## src/rtl/i2s_pkg.sv

```systemverilog
// Shared constants for the I2S slave transmitter: word width, channel-mapping
// encodings and synchroniser depth.
package i2s_pkg;
  localparam int WORD_W_DEF   = 16;
  localparam int LR_LEFT_ONLY = 0;
  localparam int LR_DUAL_MONO = 1;
  localparam int LR_STEREO    = 2;
  localparam int SYNC_STAGES  = 2;

  typedef enum logic {
    SLOT_L = 1'b0,
    SLOT_R = 1'b1
  } slot_e;
endpackage

```

## src/rtl/sync_fifo.sv

```systemverilog
// Single-clock FIFO with first-word fall-through output and occupancy count.
module sync_fifo #(
  parameter int WORD_W = 16,
  parameter int DEPTH  = 4
) (
  input  logic                     clk,
  input  logic                     rst_n,
  input  logic                     push,
  input  logic                     pop,
  input  logic [WORD_W-1:0]        din,
  output logic [WORD_W-1:0]        dout,
  output logic [$clog2(DEPTH):0]   level,
  output logic                     full,
  output logic                     empty
);
  localparam int AW = $clog2(DEPTH);
  localparam int LW = AW + 1;

  logic [WORD_W-1:0] mem [DEPTH];
  logic [AW-1:0]     wr_ptr;
  logic [AW-1:0]     rd_ptr;
  logic              do_push;
  logic              do_pop;

  assign full    = (level == LW'(DEPTH));
  assign empty   = (level == '0);
  // A full FIFO still takes a write when the same clk frees a slot.
  assign do_push = push && (!full || pop);
  assign do_pop  = pop && !empty;
  assign dout    = mem[rd_ptr];

  always_ff @(posedge clk) begin
    if (do_push) mem[wr_ptr] <= din;
  end

  always_ff @(posedge clk or negedge rst_n) begin
    if (!rst_n) begin
      wr_ptr <= '0;
      rd_ptr <= '0;
      level  <= '0;
    end else begin
      if (do_push) wr_ptr <= wr_ptr + AW'(1);
      if (do_pop)  rd_ptr <= rd_ptr + AW'(1);
      case ({do_push, do_pop})
        2'b10:   level <= level + LW'(1);
        2'b01:   level <= level - LW'(1);
        default: level <= level;
      endcase
    end
  end
endmodule

```

## src/rtl/i2s_slave_tx.sv

```systemverilog
// Clock-slave Philips I2S transmitter: oversamples external sck/ws on clk and
// shifts buffered samples out MSB first, one sck after each ws transition.
module i2s_slave_tx
  import i2s_pkg::*;
#(
  parameter int WORD_W  = WORD_W_DEF,
  parameter int DEPTH   = 4,
  parameter int LR_MODE = LR_LEFT_ONLY
) (
  input  logic                   clk,
  input  logic                   rst_n,
  input  logic                   sck_in,
  input  logic                   ws_in,
  output logic                   sd_out,
  input  logic                   tx_en,
  input  logic [WORD_W-1:0]      sample_in,
  input  logic                   sample_vld,
  output logic                   sample_rdy,
  output logic [$clog2(DEPTH):0] fifo_level,
  output logic                   underrun
);
  localparam int CW = $clog2(WORD_W + 1);

  logic [SYNC_STAGES-1:0] sck_sync, ws_sync;
  logic                   sck_s, sck_p, ws_s, rise, fall;
  logic                   ws_r, pending, started, en_frame, rdy_en;
  slot_e                  slot_r;
  logic [WORD_W-1:0]      shreg, copy, head, load_word;
  logic [CW-1:0]          bits_left;
  logic                   load, is_left, slot_en, pop_req;
  logic                   push, pop, full, empty;

  assign sck_s = sck_sync[SYNC_STAGES-1];
  assign ws_s  = ws_sync[SYNC_STAGES-1];
  assign rise  = sck_s && !sck_p;
  assign fall  = !sck_s && sck_p;

  // Valid/ready: a sample transfers on any clk where sample_vld && sample_rdy;
  // sample_rdy depends only on the registered level, never on sample_vld.
  assign sample_rdy = rdy_en && !full;
  assign push       = sample_vld && sample_rdy;
  assign pop        = pop_req && !empty;

  sync_fifo #(.WORD_W(WORD_W), .DEPTH(DEPTH)) u_fifo (
    .clk   (clk),
    .rst_n (rst_n),
    .push  (push),
    .pop   (pop),
    .din   (sample_in),
    .dout  (head),
    .level (fifo_level),
    .full  (full),
    .empty (empty)
  );

  always_ff @(posedge clk or negedge rst_n) begin
    if (!rst_n) begin
      sck_sync <= '0;
      ws_sync  <= '0;
      sck_p    <= 1'b0;
    end else begin
      sck_sync <= {sck_sync[SYNC_STAGES-2:0], sck_in};
      ws_sync  <= {ws_sync[SYNC_STAGES-2:0], ws_in};
      sck_p    <= sck_s;
    end
  end

  // Nothing is sent until the first left slot has been seen since reset.
  always_comb begin
    load      = fall && pending;
    is_left   = (slot_r == SLOT_L);
    slot_en   = is_left ? tx_en : en_frame;
    pop_req   = 1'b0;
    load_word = '0;
    if (load && (started || is_left) && slot_en) begin
      case (LR_MODE)
        LR_LEFT_ONLY: pop_req = is_left;
        LR_DUAL_MONO: pop_req = is_left;
        default:      pop_req = 1'b1;
      endcase
      if (pop_req) load_word = empty ? '0 : head;
      else if (LR_MODE == LR_DUAL_MONO) load_word = copy;
    end
  end

  always_ff @(posedge clk or negedge rst_n) begin
    if (!rst_n) begin
      ws_r     <= 1'b0;
      pending  <= 1'b0;
      slot_r   <= SLOT_L;
      started  <= 1'b0;
      en_frame <= 1'b0;
      copy     <= '0;
      rdy_en   <= 1'b0;
      underrun <= 1'b0;
    end else begin
      rdy_en   <= 1'b1;
      underrun <= pop_req && empty;
      if (rise) begin
        ws_r <= ws_s;
        if (ws_s != ws_r) begin
          pending <= 1'b1;
          slot_r  <= ws_s ? SLOT_R : SLOT_L;
        end
      end else if (load) begin
        pending <= 1'b0;
        if (is_left) begin
          started  <= 1'b1;
          en_frame <= tx_en;
          copy     <= load_word;
        end
      end
    end
  end

  // Past the last word bit the line idles at 0 until the next slot start.
  always_ff @(posedge clk or negedge rst_n) begin
    if (!rst_n) begin
      sd_out    <= 1'b0;
      shreg     <= '0;
      bits_left <= '0;
    end else if (load) begin
      sd_out    <= load_word[WORD_W-1];
      shreg     <= load_word << 1;
      bits_left <= CW'(WORD_W - 1);
    end else if (fall) begin
      if (bits_left != '0) begin
        sd_out    <= shreg[WORD_W-1];
        shreg     <= shreg << 1;
        bits_left <= bits_left - CW'(1);
      end else begin
        sd_out <= 1'b0;
      end
    end
  end
endmodule

```

## config.mk

```make
export PLATFORM = sky130hd
export DESIGN_NAME = i2s_slave_tx
export DESIGN_NICKNAME = d
export VERILOG_FILES = /design/src/rtl/i2s_pkg.sv /design/src/rtl/sync_fifo.sv /design/src/rtl/i2s_slave_tx.sv
export SDC_FILE = /design/constraint.sdc
export NUM_CORES = 1
export LEC_CHECK = 0
export CORE_MARGIN = 1
export CORE_UTILIZATION = 48
export CTS_BUF_LIST = sky130_fd_sc_hd__clkbuf_8 sky130_fd_sc_hd__clkbuf_16
export DETAILED_ROUTE_END_ITERATION = 8
export PLACE_DENSITY = 0.66
export SKIP_CTS_REPAIR_TIMING = 1
export SYNTH_ARGS = -nofsm -noshare
export SYNTH_HDL_FRONTEND = slang
export SYNTH_SLANG_ARGS = --single-unit
```

## constraint.sdc

```tcl
create_clock -name clk -period 3.1 [get_ports clk]
set_input_delay 0.775 -clock clk [delete_from_list [all_inputs] [get_ports clk]]
set_output_delay 0.775 -clock clk [all_outputs]
set_load 0.01 [all_outputs]
```

==> flow_summary.ini, run 1 <==
[clock_network]
cts_sinks = 102
clk_pin_slew_ns = 0.10
clock_latency_ns = 0.37
clockBufferDepth = 2
root_buffer = clkbuf_8
cts_made_buffers = 9
h-tree-depth = 3
tritoncts = built

[logic_synthesis]
synthCells = 252
synth_seq_area_share = 0.674
avgSynthCellArea_um2 = 16.9
syn_nets = 282
synth-seq-cells = 102
synth_area_mm2 = 0.00426
synth_area_leaders = edfxtp_1 45%, dfrtp_1 22%, mux4_1 4.9%, mux4_2 4.2%, a2bb2oi_1 2.9%
netlist.area_leader.share = 0.451
synthArstFlopShare = 0.373
synth_ff_type = edfxtp_1
synth_edf_count = 64
synth_cell_types = 46
yosys.area.top_type = edfxtp_1
yosysWarnings = 0

[place]
dp_cells = 380
place_area_mm2 = 0.00462
dp_hpwl_um = 4480
gp_congestion = 0.715
place_ws_ns = 0.420
place.port_buffers = 27

[worst_setup_path]
slowest_delay_ns = 0.48
critPathMaxFanout = 3
path_cells = inv_1, o31a_1, clkdlybuf4s50_1
worstPathRequired_ns = 2.32
slowest_stage = clkdlybuf4s50_1
critPathCaptureType = output pin
startpoint_type = flop
worst_ep_arrival_time_ns = 1.61
crit_type = flop to output pin

[pwr]
vdd.ir_drop.worst_mv = 0.285
power.switching_mw = 1.05
p_leak_nw = 1.73
powerDensity_mw_per_mm2 = 728
p_total_mw = 3.50
switching_share = 0.301
internal_power_mw = 2.45
clockPowerShare = 0.235
pwr-share-seq = 0.526
combPwrFrac = 0.239

[sta]
fin_ws_ns = 0.717
setup_tns_ns = 0
hold_viol = 0
rsz0062_at_grt = false
fin_crit_sh = 0.769
finalClockSkew_ns = 0.00746
fin_crit_ns = 2.38
setup_violations = 0
relSlewSlack = 0.397
whs_ns = 0.361
max_freq_mhz = 420
maxSlewViolCount = 0
worstMarginPinSlew_ns = 0.904

[die]
die_x_um = 96.2
dieArea_mm2 = 0.00926
die_h_um = 96.2
start_util = 0.491
core_mm2 = 0.00868
row_count = 34
floorplan.io_pins = 28

[layout]
antenna_cells = 0
fin_area_mm2 = 0.00481
fin_cells = 396
fin_nets = 313
syn_to_final_growth_pct = 12.9
utilization = 0.555
drive_above_1_share = 0.146

[detailed_routing]
drc = 0
vias = 2237
postRouteAntennaNets = 0
drt_wl_total_um = 7250
wl_per_cell_um = 18.3
vias_per_cell = 5.65
first_pass_iters = 4
drt-initial-drc-count = 167

[flow_run]
cap_violations = 0

[global_routing]
antenna_found_initial = 0
overflow = 0
grt_pass1_wl_um = 11800
grt_max_degree = 39
grt_util_all_layers = 0.178
grt_pass1_vias = 2264

[outcome]
status = finished clean

[worst_hold_path]
min_path_type = flop to flop
[worst paths after layout]
path	startpoint	endpoint	slack, ns	cells past startpoint
max	u_fifo.level[2]	sample_rdy	0.72	3
min	ws_sync[0]	ws_sync[1]	0.36	0
max reg2reg	sck_sync[1]	u_fifo.level[1]	0.87	6
min reg2reg	ws_sync[0]	ws_sync[1]	0.36	0
max in group asynchronous	rst_n	shreg[4]	2.06	1
min in group asynchronous	rst_n	rdy_en	0.50	1
[cells by family after synthesis]
logic type	share of synthesized area
DFF	0.674
AOI/OAI and AO/OA	0.0802
and+or+nand+nor	0.0693
buffers and inverters	0.0364
muxes	0.0995
adders and majority gates	0.0252
xor gates and xnor gates	0.0144
other	0.000880
[state kept, by name, summed over array words and instances (netlist names)]
register	cells
u_fifo.mem	64
shreg	15
bits_left	5
u_fifo.level	3
sck_sync	2
u_fifo.rd_ptr	2
u_fifo.wr_ptr	2
ws_sync	2
pending	1
rdy_en	1
sck_p	1
sd_out	1
slot_r	1
underrun	1
ws_r	1
[worst max-delay path: cells and delay by family, from the launching register on]
kind	cells	cell delay, ns
flops	1	0.39
compound gates	1	0.29
buf+inv	2	0.57
[cell usage in the layout, fill, tap and decap left out, types with 4 or more instances in the layout]
master	netlist	routed
clkbuf_8	0	9
clkdlybuf4s50_1	0	26
a21oi_1	4	4
o31ai_1	14	14
edfxtp_1	64	64
mux4_2	8	8
inv_8	0	4
nand4_1	16	16
buf_4	2	10
a2bb2oi_1	14	14
inv_1	10	10
dfrtp_1	38	38
xnor2_1	5	5
mux4_1	8	8
ha_1	7	7
and2_1	4	4
[Yosys cell counts (all sizes together) (2+ instances only)]
| library cell | number |
|---|---|
| a2bb2oi | 14 |
| mux4 | 16 |
| nand3b | 2 |
| ha | 7 |
| xor2 | 2 |
| a21oi | 4 |
| and2 | 4 |
| buf | 12 |
| or2 | 2 |
| dfrtp | 38 |
| nor4b | 2 |
| nor2 | 3 |
| o31ai | 14 |
| o21ai | 4 |
| mux2 | 3 |
| clkbuf | 5 |
| nand4 | 16 |
| or4 | 2 |
| nand2b | 2 |
| xnor2 | 5 |
| inv | 10 |
| edfxtp | 64 |
| or3 | 3 |
| nand3 | 3 |
[routing by layer]
| metal | vias up | GRT usage | part of all wire | wire length [um] |
|---|---|---|---|---|
| met5 | - | 0 | 0 | 0 |
| met4 | 0 | 0.0560 | 0.013 | 91 |
| met3 | 8 | 0.0498 | 0.030 | 217 |
| met2 | 28 | 0.279 | 0.48 | 3480 |
| met1 | 1133 | 0.243 | 0.48 | 3460 |
| li1 | 1068 | - | - | - |
[power by group through the flow]
stage,clock [mW],combinational [mW],sequential (mW)
final,0.822,0.836,1.84
after CTS,0.849,0.858,1.85
after global placement,0,0.844,1.87
after detailed placement,0,0.858,1.87
after global routing,0.896,0.927,1.88
after floorplan,0,0.657,1.81
[layout make-up]
| class | instances | area [um^2] |
|---|---|---|
| clock inverter | 7 | 70.1 |
| inverter | 10 | 37.5 |
| tap | 108 | 135 |
| multi-input combinational | 123 | 1230 |
| clock buffer | 9 | 124 |
| timing repair buffer | 37 | 340 |
| sequential | 102 | 2870 |
| fill | 716 | 3860 |
Power figures use the tool's default switching activity.
==> run 2: changes to the inputs <==
==> constraint.sdc (replaced) <==
create_clock -name clk -period 2.45 [get_ports clk]
set_input_delay 0.6125 -clock clk [delete_from_list [all_inputs] [get_ports clk]]
set_output_delay 0.6125 -clock clk [all_outputs]
set_load 0.01 [all_outputs]
==> run 2 against run 1 <==
Sequential share of layout area down 1.4 points. Clock skew up 0.0018 ns. Utilization up 1.3 points. Worst setup slack worse by 0.47 ns. Power up 31%. Sequential cell count unchanged. Cell area up 2.4%. Sequential power up 24%. Largest power group unchanged. Highest routed layer unchanged.
==> flow_summary.ini, run 2 (synthesis results as in run 1) <==
[layout]
reg_top3 = u_fifo.mem x64, shreg x15, bits_left x5
fin_nets = 318
syn_to_final_growth_pct = 15.6
layout_common_cells = 64 x edfxtp_1, 38 x dfrtp_1, 26 x clkdlybuf4s50_1
largest_reg_flops = 64
drive_above_1_share = 0.160
antenna_cells = 0
final_common_cell = edfxtp_1
top_register = u_fifo.mem

[die]
start_util = 0.491
row_count = 34
die_h_um = 96.2
floorplan.io_pins = 28
die_x_um = 96.2
dieArea_mm2 = 0.00926
core_mm2 = 0.00868

[worst_setup_path]
slowest_stage = clkdlybuf4s50_1
crit_type = flop to output pin
worstPathRequired_ns = 1.84
crit_family = buffers and inverters
slowest_delay_ns = 0.47
critPathMaxFanout = 3
startpoint_type = flop
worstPathBufferInverterCount = 2
critPathCaptureType = output pin
path_cells = inv_1, o31a_1, clkdlybuf4s50_1
worst_ep_arrival_time_ns = 1.59

[flow_run]
cap_violations = 0

[place]
gp_congestion = 0.709
dp_hpwl_um = 4600
place_ws_ns = 0.0575
place.port_buffers = 27

[clock_network]
tritoncts = built
cts_made_buffers = 9
clk_pin_slew_ns = 0.10
root_buffer = clkbuf_8
h-tree-depth = 3
clock_latency_ns = 0.36
clockBufferDepth = 2
cts_sinks = 102

[detailed_routing]
wl_per_cell_um = 18.2
postRouteAntennaNets = 0
drt_wl_total_um = 7280
drc = 0
vias_per_cell = 5.74
first_pass_iters = 4
drt-initial-drc-count = 103
vias = 2303

[global_routing]
grt_util_all_layers = 0.181
grt_max_degree = 39
antenna_found_initial = 0
grt_pass1_vias = 2354
overflow = 0
grt_pass1_wl_um = 12000

[sta]
maxSlewViolCount = 0
setup_tns_ns = 0
finalClockSkew_ns = 0.00929
whs_ns = 0.342
worstMarginPinSlew_ns = 0.854
rsz0062_at_grt = false
fin_ws_ns = 0.247
relSlewSlack = 0.431
fin_crit_ns = 2.20
hold_viol = 0
setup_violations = 0
max_freq_mhz = 454
fin_crit_sh = 0.899

[pwr]
powerDensity_mw_per_mm2 = 930
vdd.ir_drop.worst_mv = 0.467
p_total_mw = 4.58
p_leak_nw = 1.78

[worst_hold_path]
min_path_type = primary input to async pin

[outcome]
status = finished clean
## run 2: cell types whose count changed in the layout (fill, tap and decap cells not counted), sizes merged
cell      change
clkinv        +1
bufinv        +1
clkinvlp      -1
buf           +5
inv           -1
## run 2: per-stage QoR
| step | area, um^2 | util | cells |
|---|---|---|---|
| 3_5_place_dp | 4710 | 0.542 | 385 |
| 5_1_grt | 4930 | 0.568 | 401 |
| 2_1_floorplan | 4260 | - | 252 |
| 6_report | 4930 | 0.568 | 401 |
| 4_1_cts | 4930 | 0.568 | 401 |
| 3_3_place_gp | 4710 | 0.542 | 385 |
## run 2: metal layers
layer	share of wire	global-route usage
met2	0.50	0.298
met5	0	0
met4	0.011	0.0485
met1	0.46	0.238
met3	0.029	0.0498
## run 2: worst paths after layout
kind / start / end / slack (ns) / cells after the start
min: rst_n / ws_sync[0] / 0.34 / 1
max in group asynchronous: rst_n / shreg[10] / 1.56 / 1
max reg2reg: u_fifo.level[1] / u_fifo.level[2] / 0.34 / 7
min in group clk: sck_sync[0] / sck_sync[1] / 0.36 / 0
min reg2reg: sck_sync[0] / sck_sync[1] / 0.36 / 0
max: u_fifo.level[2] / sample_rdy / 0.25 / 3
## run 2: final cells by class
type / count / area, um^2
clock buffers: 9 / 124
inverters: 10 / 37.5
repair buffers: 42 / 428
fillers: 681 / 3750
well taps: 108 / 135
flip-flops and latches: 102 / 2870
multi-input cells: 123 / 1230
clock inverters: 7 / 97.6
## run 2: worst reg2reg max path: cells and delay by family, from the launching register on
| family | cells | cell delay [ns] |
|---|---|---|
| simple gates | 3 | 0.66 |
| flops | 1 | 0.46 |
| fa+ha+maj | 2 | 0.62 |
| xor+xnor | 2 | 0.28 |
## run 2: where the power goes
| group | switching [mW] | internal, mW | leakage (nW) |
|---|---|---|---|
| Clock | 0.627 | 0.510 | 0.113 |
| Combinational | 0.547 | 0.613 | 0.641 |
| Sequential | 0.165 | 2.12 | 1.02 |
